File: src/rtl/phase_timer_if.sv
// Controller-side bundle for phase_timer: phase/hold/extension inputs,
// duration-table write port and the countdown status outputs.
interface phase_timer_if #(
    parameter int PH_W  = 2,
    parameter int CNT_W = 8
);
    logic [PH_W-1:0]  phase;
    logic             hold;
    logic             ext_req;
    logic             cfg_we;
    logic [PH_W-1:0]  cfg_addr;
    logic [CNT_W-1:0] cfg_data;
    logic             time_out;
    logic [CNT_W-1:0] remaining;
    logic             cfg_err;

    modport master (
        output phase, hold, ext_req, cfg_we, cfg_addr, cfg_data,
        input  time_out, remaining, cfg_err
    );

    modport slave (
        input  phase, hold, ext_req, cfg_we, cfg_addr, cfg_data,
        output time_out, remaining, cfg_err
    );
endinterface

File: src/rtl/phase_timer.sv
// Per-phase dwell timer with programmable durations, hold and (when
// PHASE_TIMER_EXT_EN is defined) bounded, saturating per-phase extensions.
module phase_timer #(
    parameter int NUM_PHASES  = 4,
    parameter int PH_W        = 2,
    parameter int CNT_W       = 8,
    parameter int LONG_TICKS  = 10,
    parameter int SHORT_TICKS = 3,
    parameter int EXT_TICKS   = 5,
    parameter int MAX_EXT     = 2
) (
    input  logic          clk,
    input  logic          rst,
    phase_timer_if.slave  tmr
);
    localparam logic [CNT_W-1:0] LONG_C  = CNT_W'(LONG_TICKS);
    localparam logic [CNT_W-1:0] SHORT_C = CNT_W'(SHORT_TICKS);

    logic [CNT_W-1:0] dur_q [NUM_PHASES];
    logic [CNT_W-1:0] count_q, count_d;
    logic [PH_W-1:0]  phase_q, phase_d;
    logic             cfg_err_q, cfg_err_d;
    logic [CNT_W-1:0] load_val;
    logic             load;
    logic             cfg_ok;
    logic [NUM_PHASES-1:0] wr_hit;
    logic [NUM_PHASES-1:0] ld_hit;

    // Per-entry address decode for the table write and the load mux.
    genvar gi;
    generate
        for (gi = 0; gi < NUM_PHASES; gi++) begin : g_decode
            assign wr_hit[gi] = cfg_ok && (tmr.cfg_addr == PH_W'(gi));
            assign ld_hit[gi] = (tmr.phase == PH_W'(gi));
        end
    endgenerate

    assign cfg_ok = tmr.cfg_we && (32'(tmr.cfg_addr) < 32'(NUM_PHASES))
                    && (tmr.cfg_data != '0);
    assign cfg_err_d = tmr.cfg_we && !cfg_ok;
    assign load = (tmr.phase != phase_q);

    // An out-of-range phase loads zero so the controller sees an immediate expiry.
    always_comb begin
        load_val = '0;
        for (int i = 0; i < NUM_PHASES; i++) begin
            if (ld_hit[i]) begin
                load_val = dur_q[i];
            end
        end
    end

    always_ff @(posedge clk) begin
        if (!rst) begin
            for (int i = 0; i < NUM_PHASES; i++) begin
                dur_q[i] <= (i % 2 == 0) ? LONG_C : SHORT_C;
            end
        end else begin
            for (int i = 0; i < NUM_PHASES; i++) begin
                if (wr_hit[i]) begin
                    dur_q[i] <= tmr.cfg_data;
                end
            end
        end
    end

`ifdef PHASE_TIMER_EXT_EN
    localparam int EXT_W = (MAX_EXT > 0) ? $clog2(MAX_EXT + 1) : 1;

    logic [EXT_W-1:0] ext_q, ext_d;
    logic [CNT_W:0]   ext_sum;
    logic             ext_ok;

    assign ext_ok  = tmr.ext_req && (count_q != '0) && (32'(ext_q) < 32'(MAX_EXT));
    assign ext_sum = {1'b0, count_q} + (CNT_W + 1)'(EXT_TICKS);

    always_ff @(posedge clk) begin
        if (!rst) begin
            ext_q <= '0;
        end else begin
            ext_q <= ext_d;
        end
    end
`else
    logic unused_ext_req;
    assign unused_ext_req = tmr.ext_req;
`endif

    // Load beats extension, extension beats hold/decrement.
    always_comb begin
        count_d = count_q;
        phase_d = phase_q;
`ifdef PHASE_TIMER_EXT_EN
        ext_d   = ext_q;
`endif
        if (load) begin
            count_d = load_val;
            phase_d = tmr.phase;
`ifdef PHASE_TIMER_EXT_EN
            ext_d   = '0;
`endif
        end
`ifdef PHASE_TIMER_EXT_EN
        else if (ext_ok) begin
            count_d = ext_sum[CNT_W] ? '1 : ext_sum[CNT_W-1:0];
            ext_d   = ext_q + EXT_W'(1);
        end
`endif
        else if (!tmr.hold && (count_q != '0)) begin
            count_d = count_q - CNT_W'(1);
        end
    end

    always_ff @(posedge clk) begin
        if (!rst) begin
            count_q   <= LONG_C;
            phase_q   <= '0;
            cfg_err_q <= 1'b0;
        end else begin
            count_q   <= count_d;
            phase_q   <= phase_d;
            cfg_err_q <= cfg_err_d;
        end
    end

    assign tmr.time_out  = (count_q == '0);
    assign tmr.remaining = count_q;
    assign tmr.cfg_err   = cfg_err_q;
endmodule

File: src/flat_wrapper.sv
// flat-port wrapper written by rule: the top's interface ports become plain ports
module phase_timer_flat 
#(
    parameter int NUM_PHASES  = 4,
    parameter int PH_W        = 2,
    parameter int CNT_W       = 8,
    parameter int LONG_TICKS  = 10,
    parameter int SHORT_TICKS = 3,
    parameter int EXT_TICKS   = 5,
    parameter int MAX_EXT     = 2
)
  (clk, rst, tmr_phase, tmr_hold, tmr_ext_req, tmr_cfg_we, tmr_cfg_addr, tmr_cfg_data, tmr_time_out, tmr_remaining, tmr_cfg_err);
  phase_timer_if #(.PH_W(PH_W), .CNT_W(CNT_W)) tmr_i ();
  input  logic clk;
  input  logic rst;
  input wire logic [$bits(tmr_i.phase)-1:0] tmr_phase;
  input wire logic [$bits(tmr_i.hold)-1:0] tmr_hold;
  input wire logic [$bits(tmr_i.ext_req)-1:0] tmr_ext_req;
  input wire logic [$bits(tmr_i.cfg_we)-1:0] tmr_cfg_we;
  input wire logic [$bits(tmr_i.cfg_addr)-1:0] tmr_cfg_addr;
  input wire logic [$bits(tmr_i.cfg_data)-1:0] tmr_cfg_data;
  output wire logic [$bits(tmr_i.time_out)-1:0] tmr_time_out;
  output wire logic [$bits(tmr_i.remaining)-1:0] tmr_remaining;
  output wire logic [$bits(tmr_i.cfg_err)-1:0] tmr_cfg_err;
  assign tmr_i.phase = tmr_phase;
  assign tmr_i.hold = tmr_hold;
  assign tmr_i.ext_req = tmr_ext_req;
  assign tmr_i.cfg_we = tmr_cfg_we;
  assign tmr_i.cfg_addr = tmr_cfg_addr;
  assign tmr_i.cfg_data = tmr_cfg_data;
  assign tmr_time_out = tmr_i.time_out;
  assign tmr_remaining = tmr_i.remaining;
  assign tmr_cfg_err = tmr_i.cfg_err;
  phase_timer #(.NUM_PHASES(NUM_PHASES), .PH_W(PH_W), .CNT_W(CNT_W), .LONG_TICKS(LONG_TICKS), .SHORT_TICKS(SHORT_TICKS), .EXT_TICKS(EXT_TICKS), .MAX_EXT(MAX_EXT)) u_core (.clk(clk), .rst(rst), .tmr(tmr_i));
endmodule
File: config.mk
export PLATFORM = sky130hd
export DESIGN_NAME = phase_timer_flat
export DESIGN_NICKNAME = d
export VERILOG_FILES = /design/src/rtl/phase_timer_if.sv /design/src/rtl/phase_timer.sv /design/src/flat_wrapper.sv
export SDC_FILE = /design/constraint.sdc
export NUM_CORES = 1
export LEC_CHECK = 0
export ABC_CLOCK_PERIOD_IN_PS = 3000
export CORE_AREA = 2 2 86 88
export CTS_CLUSTER_DIAMETER = 100
export DETAILED_ROUTE_END_ITERATION = 10
export DIE_AREA = 0 0 88 90
export PLACE_DENSITY_LB_ADDON = 0.3
export SYNTH_ARGS = -nofsm -noshare
export SYNTH_HDL_FRONTEND = slang
export SYNTH_SLANG_ARGS = --single-unit
export TNS_END_PERCENT = 30
File: constraint.sdc
create_clock -name clk -period 3 [get_ports clk]
set_input_delay 0.6 -clock clk [delete_from_list [all_inputs] [get_ports clk]]
set_output_delay 0.6 -clock clk [all_outputs]
set_load 0.01 [all_outputs]
-- After elaboration in Yosys (flattened, before gate mapping)
Memory sizes are Yosys's and may differ from the RTL's.
Index checks and enable logic that the tools add are counted.
- register bits: 11
- latch bits: 0
- RAM bits: 32
- memory bits (read-only): 0
- input port bits: 17
- output and inout port bits: 10
- word-level logic and storage cells: 54
- memories kept: 1
- add/subtract/negate cells: 1
- multipliers: 0
- div/mod/pow operators: 0
- order comparisons: 0
- equality and inequality tests: 7
- shift-type cells: 0
- mux-type cells: 23
- bitwise operators: 4
- reduce and logical (&&, ||, !) cells: 15
- memories (name ; words ; width ; read ports ; clocked after Yosys merged registers in ; write ports ; line ; RTL):
    u_core.dur_q ; 4 ; 8 ; 4 ; 0 ; 4 ; phase_timer.sv:19 ; logic [CNT_W-1:0] dur_q [NUM_PHASES];
- operators by type and width (operator ; count):
    8-bit 2-to-1 mux ; 10
    8-bit nonzero test ; 2
    1-bit 2-to-1 mux ; 13
    2-bit == test (second input constant) ; 4
    8-bit zero test ; 1
    8-bit by 1-bit subtractor with 8-bit output (second input constant) ; 1
    1-bit logical AND ; 7
    2-bit by 1-bit == test with 1-bit output (second input constant) ; 2
    2-bit zero test ; 2
    1-bit bitwise OR ; 4
    1-bit zero test ; 2
    2-bit != test ; 1
    2-bit nonzero test ; 1

-- Logic depth before layout (Yosys ltp)
- depth after elaboration: 7
- gate-level depth with buffers: 6

-- Least setup slack after synthesis
Ideal clock, no wire load.
- kind: input to register
- start: input port tmr_cfg_data[1]
- end: memory u_core.dur_q[0][0] (enable)
- setup time: 0.387 ns
- arrival time: 1.485 ns
- required time: 2.613 ns
- path slack: 1.128 ns
- stages: 4
- path buffers: 0
- path through: nor4_1 nand2_1 nand2_1 o31ai_1
- RTL lines (element ; line ; RTL):
    start: declaration ; flat_wrapper.sv:21 ; input wire logic [$bits(tmr_i.cfg_data)-1:0] tmr_cfg_data;
    end: declaration ; phase_timer.sv:19 ;

-- Worst setup path in the final report
- start: register u_core.count_q[0], in the netlist u_core.tmr.remaining[0]
- end: output port tmr_time_out
- cells in the longest elaborated chain, start to end: 1
- ends and longest elaborated chain (element ; line ; RTL):
    start: declaration ; phase_timer.sv:20 ; logic [CNT_W-1:0] count_q, count_d;
    start signal: assignment ; phase_timer.sv:120 ; count_q <= count_d;
    8-bit zero test ; phase_timer.sv:126 ; assign tmr.time_out = (count_q == '0);
    end: declaration ; flat_wrapper.sv:22 ; output wire logic [$bits(tmr_i.time_out)-1:0] tmr_time_out;
Every way passes these cells.

==> metrics.cfg <==
[finish]
antenna-diode-count = 0
drive_above_1_share_pct = 12.7
syn2layout_area_growth_pct = 24.9
final_area_um2 = 2530
nNetsFinal = 215

[hold_path]
holdCritStartpoint = u_core.tmr.remaining[6]
hold_end = u_core.tmr.remaining[6]
hold_depth = 2
min_path_type = flip-flop to flip-flop

[logic_synthesis]
synth-main-ff-cell = edfxtp_1
netlist_instances = 161
yosys-top-cells-area = edfxtp_1 47%, dfxtp_1 11%, and2_1 8.6%, mux4_2 7.8%, o21ai_0 2.5%
synth_cell_types = 34
avgSynthCellArea_um2 = 12.6
synth.cell_area_um2 = 2030
yosysSeqAreaShare_pct = 58.3
ys_warn_count = 0
synth_commonest_cells = 32 x edfxtp_1, 28 x and2_1, 11 x dfxtp_1
yosys.area.top_type = edfxtp_1
synth_edf_count = 32
async_flop_share_pct = 0
synth_most_common_cell = edfxtp_1
syn_nets = 180
synth-seq-cells = 43
yosysTopAreaCellShare_pct = 47.4

[drt]
vias = 1335
drtIter0Drc = 26
postRouteAntennaNets = 0
viasPerCell = 4.51
drt_wl_total_um = 4070
firstDrtPassIters = 4
remaining_drc_errors = 0
wl_per_cell_um = 13.7

[timing]
setup_ws_ns = 0.452
hold_violations = 0
fin_crit_sh_pct = 84.9
maxSlewViolCount = 0
tns_ns = 0
period_minus_slack_ns = 2.55
worstMarginPinSlew_ns = 0.896
rsz0062_at_grt = false
fmax_mhz = 392
slew_headroom_pct = 39.8
setup_viol_count_final = 0
fin_skew_ns = 0.00467

[cts]
cts_resized = 0
clkLatencyLatePin_ns = 0.29
numCtsBuffers = 5
cts_sinks = 43
cts_tree = yes
post_cts_buffers = 0
cts_root_buf = clkbuf_8
htreeDepth = 2
cts.clk_slew.worst_paths_ns = 0.08
hold_buffers = 0
cts_buffer_depth = 2

[floorplan]
die_x_um = 88
core-area_um2 = 7020
rows = 31
initial_core_util_pct = 28.9
die_h_um = 90
dieArea_um2 = 7920
io-pin-count = 27

[placed_design]
dpl_cell_area_um2 = 2440
post-place-ws_ns = 0.299
gp_congestion = 0.775
io_buffers = 25
dp_hpwl_um = 2820

[setup_path]
crit_slowest_cell = clkdlybuf4s50_1
worst_setup_path_end_kind = output pin
cp_cell_sequence = inv_1 -> ha_1 -> nor3b_1 -> buf_4 -> and2_1 -> clkdlybuf4s50_1
cp-start-kind = flip-flop
cp_data_required_time_ns = 2.40
critical_path_class = flip-flop to output pin
critPathArrivalTime_ns = 1.95
slowest_delay_ns = 0.53
reg2reg_slack_ns = 1.29
r2r-end = u_core.tmr.remaining[6]
worstPathMaxFanout = 5
r2r_start = u_core.tmr.remaining[3]
r2r_cells = 3

[global_routing]
grt_util_all_layers_pct = 10.9
grt_max_degree = 17
grt_pass1_vias = 1274
grt_first_pass_wirelength_um = 6560
overflow = 0
antenna_found_initial = 0

[power]
power.total_uw = 1280
p_per_area_nw_per_um2 = 506
vdd_drop_max_mv = 0.264
p_leak_uw = 0.000878

[status]
status = finished, final reports clean

[flow_run]
drv_cap = 0

through the flow:
stage                     hold WS, ns  instances  utilization, %
after floorplan                 0.543        161               -
after global placement          0.540        288            34.8
after detailed placement        0.541        288            34.8
after CTS                       0.556        296            36.1
after global routing            0.577        296            36.1
final                           0.555        296            36.1
power by group:
group	total [uW]	switching [uW]	internal [uW]
combinational	194	90.1	104
clock	376	190	186
sequential	712	26.6	686
total	1280	307	975
kinds of logic (layout without fill, tap and decap cells):
group | count (synthesis) | in the layout | synth area share (%)
XOR/XNOR | 3 | 3 | 1.30
AND/OR/NAND/NOR | 69 | 69 | 19.9
adder cells (fa/ha/maj) | 2 | 2 | 1.23
flip-flops | 43 | 43 | 58.3
AO/OA/AOI/OAI | 26 | 26 | 8.15
multiplexers | 11 | 11 | 9.75
buffers and inverters | 7 | 43 | 1.36
how the worst max path moves through the flow:
stage                            startpoint                 end  slack [ns]  depth (start not counted)
global placement            tmr_cfg_data[3]  u_core.dur_q[0][1]        0.31                          5
finish              u_core.tmr.remaining[0]        tmr_time_out        0.45                          6
floorplan                   tmr_cfg_data[1]  u_core.dur_q[0][0]        1.13                          4
detailed placement          tmr_cfg_data[1]  u_core.dur_q[0][1]        0.30                          5
CTS                 u_core.tmr.remaining[0]        tmr_time_out        0.43                          6
global route        u_core.tmr.remaining[0]        tmr_time_out        0.30                          6
layout make-up:
cell class	count	area, um^2
clock buffers	7	86.3
clock inverters	1	5.00
fillers	717	4490
inverters	2	7.51
multi-input cells	111	818
flip-flops and latches	43	1180
well taps	99	124
repair buffers	33	310
sequential cells by signal, summed over array words and instances, names as in the netlist:
name and flops:
u_core.phase_q 2, u_core.dur_q 32, u_core.tmr.cfg_err 1, u_core.tmr.remaining 8
worst max-delay path, delay by kind of cell, from the launching register on:
kind / cells / cell delay [ns]
and+or+nand+nor: 2 / 0.33
adders and majority gates: 1 / 0.20
buffers and inverters: 3 / 0.78
DFF: 1 / 0.35
routing by layer:
layer | share of wire [%] | track usage [%] | vias up
li1 | - | - | 678
met1 | 46 | 13.9 | 625
met2 | 49 | 17.9 | 30
met3 | 3.7 | 3.12 | 2
met4 | 0.66 | 3.08 | 0
met5 | 0 | 0 | -
cells in the final DEF (no fill, tap or decap), types with 7 or more instances in the layout:
cell,synthesis,layout
clkdlybuf4s50_1,0,25
edfxtp_1,32,32
nand2_1,7,7
mux4_2,7,7
dfxtp_1,11,11
o21ai_0,10,10
and2_1,28,28
buf_4,0,8
or3_1,7,7
(Power assumes the default switching activity.)
